<file path="config.mk">
export PLATFORM = sky130hd
export DESIGN_NAME = bch_lfsr_div
export DESIGN_NICKNAME = d
export VERILOG_FILES = /design/src/rtl/bch_pkg.sv /design/src/rtl/bch_lfsr_div.sv
export SDC_FILE = /design/constraint.sdc
export NUM_CORES = 1
export LEC_CHECK = 0
export ABC_AREA = 1
export ABC_CLOCK_PERIOD_IN_PS = 1000
export BUFFER_PORTS_ARGS = -buffer_cell sky130_fd_sc_hd__buf_2
export CAP_MARGIN = 20
export CORE_MARGIN = 4
export CORE_UTILIZATION = 40
export DETAILED_ROUTE_END_ITERATION = 6
export PLACE_DENSITY_LB_ADDON = 0.25
export SLEW_MARGIN = 20
export SYNTH_ARGS = -nofsm -noshare
export SYNTH_HDL_FRONTEND = slang
export SYNTH_SLANG_ARGS = --single-unit
</file>
<file path="constraint.sdc">
create_clock -name clk -period 1 [get_ports clk]
set_input_delay 0.1 -clock clk [delete_from_list [all_inputs] [get_ports clk]]
set_output_delay 0.1 -clock clk [all_outputs]
set_load 0.02 [all_outputs]
</file>
<file path="src/rtl/bch_pkg.sv">
// Shared types and constants for the BCH(31,16) encoder/checker pair.
// g(x) = x^15+x^11+x^10+x^9+x^8+x^7+x^5+x^3+x^2+x+1, top term implicit.
package bch_pkg;

  localparam int N   = 31;
  localparam int K   = 16;
  localparam int N_K = 15;

  localparam logic [14:0] G_POLY = 15'h0FAF;

  typedef logic [30:0] codeword_t;
  typedef logic [15:0] data_t;
  typedef logic [14:0] syndrome_t;

  typedef enum logic [1:0] {
    IDLE,
    SHIFT,
    DONE
  } state_t;

endpackage

</file>
<file path="src/rtl/bch_lfsr_div.sv">
// Serial GF(2) divider by g(x), one bit per clock, MSB first.
// Register holds the running remainder of the bits fed so far.
module bch_lfsr_div
  import bch_pkg::*;
(
  input  logic      clk,
  input  logic      reset,
  input  logic      clr,
  input  logic      en,
  input  logic      bit_in,
  output syndrome_t rem
);

  // Shift the new bit in; reduce by g(x) when x^15 pops out.
  always_ff @(posedge clk or negedge reset) begin
    if (!reset) begin
      rem <= '0;
    end else if (clr) begin
      rem <= '0;
    end else if (en) begin
      rem <= {rem[13:0], bit_in}
           ^ (rem[14] ? G_POLY : '0);
    end
  end

endmodule

</file>
Word level (Yosys, flattened, before mapping)
Cells that the tools add are included.
- register bits after elaboration: 15
- bits of input ports: 5
- output and inout bits: 15
- logic and storage cells: 6
- mux-type cells: 3
- bitwise operators: 1
- reduce and logical (&&, ||, !) cells: 1
- operator list (kind ; count):
    2-to-1 mux 15 bit ; 2
    bitwise XOR 15 x 12 -> 15 bit ; 1
    2-to-1 mux 12 bit ; 1
    nonzero test 2 bit ; 1

Depth between registers and ports, before layout
Gate-level depths: netlist (run 1).
- word-level depth: 4
- depth in mapped cells: 5

Worst setup path before layout (run 1)
No wires, ideal clock.
- path type: register -> register
- start: register rem[14]
- end: register rem[11]
- library setup time: 0.117 ns
- arrival time: 0.863 ns
- required time: 0.883 ns
- slack: 0.020 ns
- cell stages (with the launch flop): 5
- path buffers: 1
- period minus slack after synthesis: 0.980 ns
- cell sequence: dfrtp_1 > buf_2 > nand2_1 > nand3_2 > nand2_1
- longest elaborated chain between the ends: 4
- ends and longest elaborated chain (item ; line ; source):
    from (decl) ; bch_lfsr_div.sv:11 ; output syndrome_t rem
    from (signal assigned) ; bch_lfsr_div.sv:21 ; rem <= {rem[13:0], bit_in}
    2-to-1 mux 12 bit ; bch_lfsr_div.sv:22 ; ^ (rem[14] ? G_POLY : '0);
    bitwise XOR 15 x 12 -> 15 bit ; bch_lfsr_div.sv:22 ;
    2-to-1 mux 15 bit ; bch_lfsr_div.sv:20 ; end else if (en) begin
    2-to-1 mux 15 bit ; bch_lfsr_div.sv:18 ; end else if (clr) begin
No other way between the ends. The select of a mux whose other input is x is not followed.
A chain may end at the register's enable or synchronous reset.

Worst setup path in the final report (run 1)
- start: register rem[14]
- end: output rem[14]
No word-level cell between the ends.

==> results of run 1 <==
logic make-up (layout without fill, tap and decap cells):
family	after synthesis	count (layout)	synth area share (%)
AND/OR/NAND/NOR	61	61	37.9
buffers and inverters	17	44	11.2
flip-flops	15	15	48.9
AO/OA/AOI/OAI	3	3	1.95
routing by layer:
metal | share of wire, % | wire length [um]
met5 | 0 | 0
met4 | 0.89 | 14
met3 | 5.6 | 88
met2 | 48 | 757
met1 | 45 | 713
stage by stage:
step / TNS (ns) / cells / worst slack, ns / hold WS (ns)
global route: -0.0493 / 148 / -0.0493 / 0.113
detailed placement: 0 / 140 / 0.144 / 0.0279
global placement: 0 / 140 / 0.158 / 0.0260
finish: -0.00993 / 148 / -0.00993 / 0.107
CTS: -0.0154 / 147 / -0.0154 / 0.0985
floorplan: 0 / 96 / 0.0200 / -0.196
critical path: stages (launching register included):
cell     delay, ns
dfrtp_1       0.40
buf_6         0.12
buf_6         0.12
power breakdown:
group	internal [mW]	switching (mW)	leakage, nW	total, mW
sequential	0.611	0.00453	0.209	0.615
clock	0.154	0.177	0.0150	0.331
combinational	0.0346	0.0562	0.346	0.0908
layout make-up:
| cell class | instances | area, um2 |
|---|---|---|
| Tap cell | 25 | 31.3 |
| Sequential cell | 15 | 375 |
| Fill cell | 202 | 793 |
| Timing Repair Buffer | 27 | 180 |
| Inverter | 13 | 51.3 |
| Multi-Input combinational cell | 64 | 307 |
| Clock buffer | 4 | 26.3 |
how the worst min path moves through the flow:
stage	start	endpoint	slack, ns	depth (start not counted)
detailed placement	reset	rem[8]	0.03	1
global route	bit_in	rem[0]	0.11	4
finish	bit_in	rem[0]	0.11	4
floorplan	reset	rem[0]	-0.20	0
global placement	reset	rem[8]	0.03	1
CTS	bit_in	rem[0]	0.1	4
repair_timing:
action | in CTS | in global routing
endpoints found under the setup margin | 1 | 12
resized for setup | 3 | 1
hold buffers | 1 | 0
buffers inserted | 2 | 1
hold endpoints to repair | 15 | 0
cells in the final DEF, fill, tap and decap left out, types with 3 or more instances in the layout:
| cell type | netlist | final |
|---|---|---|
| nand2_1 | 49 | 49 |
| buf_2 | 2 | 18 |
| dfrtp_1 | 15 | 15 |
| inv_1 | 10 | 10 |
| nand3_2 | 8 | 8 |
| buf_4 | 1 | 5 |
| o21ai_1 | 3 | 3 |
| clkbuf_4 | 0 | 3 |
==> impl_metrics.toml, run 1 <==
[critical_path]
worst-endpoint-arrival_ns = 0.91
r2r-start = "rem[14]"
r2r_cells = 5
startpoint = "rem[14]"
path_class = "reg -> out"
cp-start-kind = "flop"
crit_end = "rem[14]"
reg2reg_to = "rem[11]"
r2r_setup_slack_ns = 0.05
critPathCaptureType = "output pin"
path_max_fanout = 2
required_ns = 0.90

[global_routing]
grt_max_degree = 16
grt_usage_pct = 13.0
top_usage_layer = "met2"
grtUsageMet3_pct = 2.58
grt_pass1_wl_mm = 2.56
grt_overflow = 0
grt_antenna_before_repair = 0
grtUsageMet2_pct = 21.1
grtUsageMet1_pct = 16.3
grt_pass1_vias = 585

[floorplanning]
chipWidth_um = 51.8
coreArea_mm2 = 0.00176
io_pins = 20
start_util_pct = 43.5
dieArea_mm2 = 0.00269
rows = 15
die_h_um = 51.8

[cts]
cts_max_level = 1
clkSlewWorstSetupHoldPaths_ns = 0.09
ctsRootBufferMaster = "clkbuf_4"
cts_tree = "built"
cts.sinks = 15
clk_latency_ns = 0.27
cts-buffers-inserted = 3
clockBufferDepth = 2

[cells_and_area]
largest_reg_flops = 15
final_layout_size_suffix_gt1_share_pct = 34.1
nets = 129
final_core_util_pct = 55.0
area_growth_pct = 26.4
largestRegisters = "rem x15"
largest-register = "rem"
final_area_um2 = 971
num_antenna_cells = 0

[placed_design]
place_hpwl_mm = 1.10
finalWeightedCongestion = 0.719
numPortBuffers = 19
placed_area_um2 = 900

[yosys]
synth_common_cells = "49 x nand2_1, 15 x dfrtp_1, 10 x inv_1, 8 x nand3_2"
synth_edf_count = 0
synth-seq-cells = 15
yosysWarnings = 0
syn_avg_cell_area_um2 = 8.00
ys_seq_area_share_pct = 48.9
ys_top_cells_by_area = "dfrtp_1 49%, nand2_1 24%, nand3_2 10%"
synth_top_area_cell = "dfrtp_1"
synthCells = 96
syn_nets = 101
synth.distinct_cells = 12
netlist_area_um2 = 768
async_reset_ff_share_pct = 100
ys.flop_type = "dfrtp_1"
yosysMostFrequentCell = "nand2_1"
synth_top_area_share_pct = 48.9

[timing]
min_period_ns = 1.01
maxSlewViolCount = 0
setup_viol = 1
relSlewSlack_pct = 77.5
worst_slew_pin_slew_ns = 0.338
setup_slack_ns = -0.00993
hold_viol = 0
fmax_mhz = 990
clock_skew_ns = 0.00406
finalCritPeriodShare_pct = 101
rsz0062_at_grt = "yes"

[pwr]
p_total_mw = 1.04
max-vdd-ir-drop_v = 0.000530
p_leak_nw = 0.570
power_density_mw_per_mm2 = 1070

[drt]
drt-total-wl_mm = 1.57
ant_nets = 0
first_pass_iters = 3
vias = 645
wire_per_inst_um = 10.6
drc = 0
drt_iter0_markers = 12
viasPerCell = 4.36

[run]
maxCapViolations = 0

[worst_hold_path]
hold_class = "in -> reg"

[status]
status = "complete, but fails checks"
violations = "setup timing"
No activity file was read; power rests on OpenSTA's default activity.
==> inputs of run 2 (changes only) <==
--- a/constraint.sdc
+++ b/constraint.sdc
@@ -3,2 +3,2 @@
 set_output_delay 0.1 -clock clk [all_outputs]
-set_load 0.02 [all_outputs]
+set_load 0.05 [all_outputs]
==> run 2 against run 1 <==
The flow now finishes without violations. Total power rose by 3.2%. Largest power group unchanged. Sequential share of layout area is 4.9 points lower. Clock-buffer cell count decreased by 1. Register-to-register slack barely moved. Worst setup slack better by 0.024 ns. Utilization grew 8.2 points. Final cell count grew 6.8%. Flip-flop and latch count unchanged. Sequential power barely moved.
==> impl_metrics.toml, run 2 (synthesized netlist as in run 1, its figures left out) <==
[pwr]
p_seq_share_pct = 57.4
power_density_mw_per_mm2 = 960
comb_power_share_pct = 10.7
max-vdd-ir-drop_v = 0.000803
p_clk_share_pct = 31.8
p_leak_nw = 0.630
p_sw_mw = 0.268
swShare_pct = 25.1
p_int_mw = 0.802

[floorplanning]
rows = 15
io_pins = 20
die_h_um = 51.8
dieArea_mm2 = 0.00269
coreArea_mm2 = 0.00176
chipWidth_um = 51.8
start_util_pct = 43.5

[critical_path]
worst-endpoint-arrival_ns = 0.89
required_ns = 0.90
path_class = "reg -> out"
path_buf_inv = 1
critical_path.max_stage_delay_ns = 0.44
critPathCaptureType = "output pin"
crit_chain = "buf_6"
critical-path-top-delay-family = "flip-flops"
slowest_stage = "dfrtp_2"
path_max_fanout = 4
cp-start-kind = "flop"

[placed_design]
placed_area_um2 = 893
numPortBuffers = 19
place_hpwl_mm = 1.16
finalWeightedCongestion = 0.749
pre_cts_ws_ns = 0.0760

[drt]
first_pass_iters = 4
drt_iter0_markers = 12
vias = 717
drc = 0
ant_nets = 0
wire_per_inst_um = 11.1
viasPerCell = 4.54
drt-total-wl_mm = 1.75

[cts]
cts-buffers-inserted = 3
ctsRootBufferMaster = "clkbuf_4"
cts.sinks = 15
clkSlewWorstSetupHoldPaths_ns = 0.09
cts_max_level = 1
clockBufferDepth = 2
clk_latency_ns = 0.28
cts_tree = "built"

[global_routing]
grt_pass1_vias = 676
grt_antenna_before_repair = 0
grt_max_degree = 16
grt_pass1_wl_mm = 2.86
grt_overflow = 0
grt_usage_pct = 14.5

[timing]
maxSlewViolCount = 0
fmax_mhz = 1010
worst_slew_pin_slew_ns = 0.339
hold_viol = 0
relSlewSlack_pct = 77.4
min_period_ns = 0.986
setup_viol = 0
setup_slack_ns = 0.0141
finalCritPeriodShare_pct = 98.6
holdWs_ns = 0.0961
clock_skew_ns = 0.00657
fin_setup_tns_ns = 0
rsz0062_at_grt = "yes"

[cells_and_area]
final_area_mm2 = 0.00111
num_antenna_cells = 0
area_growth_pct = 45.1
final_common_cell = "nand2_1"
largestRegisters = "rem x15"
n_fill_cell = 175
final_cell_mix = "49 x nand2_1, 20 x buf_4, 14 x dfrtp_1"
largest-register = "rem"
nets = 139
final_layout_size_suffix_gt1_share_pct = 40.6
largest_reg_flops = 15

[run]
maxCapViolations = 0

[status]
status = "finished, final reports clean"

[worst_hold_path]
hold_class = "in -> reg"
[run 2: cell types whose count changed in the layout (fill, tap and decap cells not counted), sizes merged]
cell and change:
buf +10, clkbuf -1, clkinv +1
[run 2: through the flow]
| stage | utilization, % | instances | total power [mW] |
|---|---|---|---|
| global placement | 50.6 | 139 | 0.726 |
| CTS | 59.1 | 152 | 1.09 |
| detailed placement | 50.6 | 139 | 0.726 |
| finish | 63.2 | 158 | 1.07 |
| global route | 63.2 | 158 | 1.13 |
| floorplan | - | 96 | 0.689 |
[run 2: tightest hold or removal path, delay by kind of cell]
| family | cells | cell delay [ns] |
|---|---|---|
| buffers and inverters | 1 | 0.09 |
| and+or+nand+nor | 3 | 0.16 |
[run 2: per-layer routing]
metal	wire [um]	track usage, %
met5	0	0
met4	32	7.86
met3	111	3.15
met2	824	23.4
met1	781	17.7
[run 2: power by group through the flow]
| stage | clock network, mW | registers (mW) | logic, mW |
|---|---|---|---|
| 3_5_place_dp | 0 | 0.627 | 0.0992 |
| 2_1_floorplan | 0 | 0.645 | 0.0444 |
| 3_3_place_gp | 0 | 0.628 | 0.0979 |
| 5_1_grt | 0.388 | 0.615 | 0.126 |
| 6_report | 0.341 | 0.615 | 0.115 |
| 4_1_cts | 0.360 | 0.614 | 0.114 |
[run 2: layout make-up]
cell class	instances	area [um2]	share of cell area [%]
Clock buffer	3	22.5	2.02
Clock inverter	1	5.00	0.449
Inverter	13	48.8	4.38
Multi-Input combinational cell	64	307	27.5
Sequential cell	15	377	33.8
Tap cell	25	31.3	2.81
Timing Repair Buffer	37	324	29.1
[run 2: timing repair]
item	4_1_cts	5_1_grt
hold buffers	1	0
hold endpoints to repair	15	0
buffers inserted	8	6
endpoints found under the setup margin	15	12
resized for setup	19	7
[run 2: worst paths after layout]
kind,endpoint,start,slack [ns],cells past startpoint
min in group asynchronous,rem[1],reset,0.24,2
worst max register to register,rem[7],rem[14],0.06,4
max in group asynchronous,rem[14],reset,0.50,2
worst min-delay path,rem[0],bit_in,0.1,4
worst max-delay path,rem[14],rem[14],0.01,1
worst min register to register,rem[3],rem[3],0.55,2
==> inputs of run 3 (changes only) <==
Settings changed: GPL_TIMING_DRIVEN set to 0, PLACE_DENSITY set to 0.64, PLACE_DENSITY_LB_ADDON 0.25 to not set.
==> run 3 against run 2 <==
Sequential power about the same. Clock power decreased by 1%. First-iteration DRC count decreased by 25%. Final cell count decreased by 1.3%. Fmax increased by 1.7%. Non-clock buffer count decreased by 2. Global-route usage decreased by 1.3 points. Critical path type unchanged.
==> impl_metrics.toml, run 3 (synthesized netlist as in run 1, its figures left out) <==
[global_routing]
grt_max_degree = 16
grt_usage_pct = 13.2
grt_pass1_wl_mm = 2.62
grt_pass1_vias = 586
grt_overflow = 0
grt_antenna_before_repair = 0

[drt]
first_pass_iters = 4
wire_per_inst_um = 10.7
drt_iter0_markers = 9
drc = 0
drt-total-wl_mm = 1.67
vias = 692
ant_nets = 0
viasPerCell = 4.44

[timing]
relSlewSlack_pct = 77.4
fmax_mhz = 1030
min_period_ns = 0.969
clock_skew_ns = 0.00326
hold_viol = 0
worst_slew_pin_slew_ns = 0.340
rsz0062_at_grt = "yes"
maxSlewViolCount = 0
setup_viol = 0
setup_slack_ns = 0.0309
finalCritPeriodShare_pct = 96.9

[cells_and_area]
area_growth_pct = 43.5
layout.cells.non_filler = 156
largest-register = "rem"
nets = 137
final_common_cell = "nand2_1"
largestRegisters = "rem x15"
largest_reg_flops = 15
final_layout_size_suffix_gt1_share_pct = 38.9
final_cell_mix = "49 x nand2_1, 17 x buf_4, 14 x dfrtp_1"
num_antenna_cells = 0

[pwr]
max-vdd-ir-drop_v = 0.000643
comb_power_share_pct = 10.6
power_density_mw_per_mm2 = 967
p_sw_mw = 0.258
p_seq_share_pct = 57.7
p_int_mw = 0.808
swShare_pct = 24.2
p_leak_nw = 0.617
p_clk_share_pct = 31.7

[cts]
cts_max_level = 1
ctsRootBufferMaster = "clkbuf_4"
cts_tree = "built"
cts-buffers-inserted = 3
cts.sinks = 15
clk_latency_ns = 0.27
clockBufferDepth = 2
clkSlewWorstSetupHoldPaths_ns = 0.09

[status]
status = "finished, final reports clean"

[floorplanning]
rows = 15
die_h_um = 51.8
io_pins = 20
chipWidth_um = 51.8
dieArea_mm2 = 0.00269
coreArea_mm2 = 0.00176
start_util_pct = 43.5

[critical_path]
crit_chain = "buf_6"
path_max_fanout = 3
critPathCaptureType = "output pin"
critical_path.max_stage_delay_ns = 0.44
worst-endpoint-arrival_ns = 0.87
critical-path-top-delay-family = "flip-flops"
required_ns = 0.90
path_buf_inv = 1
cp-start-kind = "flop"
slowest_stage = "dfrtp_2"
path_class = "reg -> out"

[placed_design]
pre_cts_ws_ns = 0.0867
finalWeightedCongestion = 0.702
place_hpwl_mm = 1.14
place_inst = 140
numPortBuffers = 19

[worst_hold_path]
hold_class = "in -> reg"

[run]
maxCapViolations = 0
## run 3: what timing repair did
item / in CTS / in global routing
hold endpoints to repair: 15 / 0
endpoints found under the setup margin: 15 / 14
gates resized for setup: 18 / 7
hold buffers: 1 / 0
setup buffers: 2 / 9
## run 3: layout make-up
class	instances	area, um2
clock buffer	4	26.3
fill	191	662
buffer	4	50.0
inverter	13	48.8
timing repair buffer	31	263
sequential	15	377
multi-input combinational	64	307
tap	25	31.3
## run 3: worst paths after layout
path                            startpoint       to  slack (ns)  cells after the start
worst max-delay path               rem[14]  rem[14]        0.03                      1
worst min-delay path                    en   rem[3]        0.11                      4
worst max register to register     rem[14]   rem[0]        0.07                      5
worst min register to register     rem[10]  rem[10]        0.54                      2
max in group asynchronous            reset  rem[14]        0.48                      2
min in group asynchronous            reset  rem[13]        0.25                      2
## run 3: routing by layer
layer,global-route usage (%),part of all wire [%],vias to the layer above
li1,-,-,356
met1,18.4,48,312
met2,20.3,45,20
met3,2.87,5.3,4
met4,3.93,1.3,0
met5,0,0,-
## run 3: power by group through the flow
stage | combinational, mW | sequential, mW | clock (mW)
finish | 0.113 | 0.615 | 0.337
global route | 0.124 | 0.616 | 0.390
CTS | 0.110 | 0.615 | 0.354
detailed placement | 0.0991 | 0.627 | 0
global placement | 0.0985 | 0.627 | 0
floorplan | 0.0444 | 0.645 | 0
## run 3: through the flow
stage	hold WS [ns]	area, um2	total power, mW	utilization, %	TNS (ns)
finish	0.111	1100	1.07	62.5	0
global route	0.112	1100	1.13	62.5	-0.0207
CTS	0.0995	1010	1.08	57.2	0
detailed placement	0.0270	908	0.727	51.5	0
global placement	0.0282	908	0.726	51.5	0
floorplan	-0.196	782	0.689	-	-0.000252
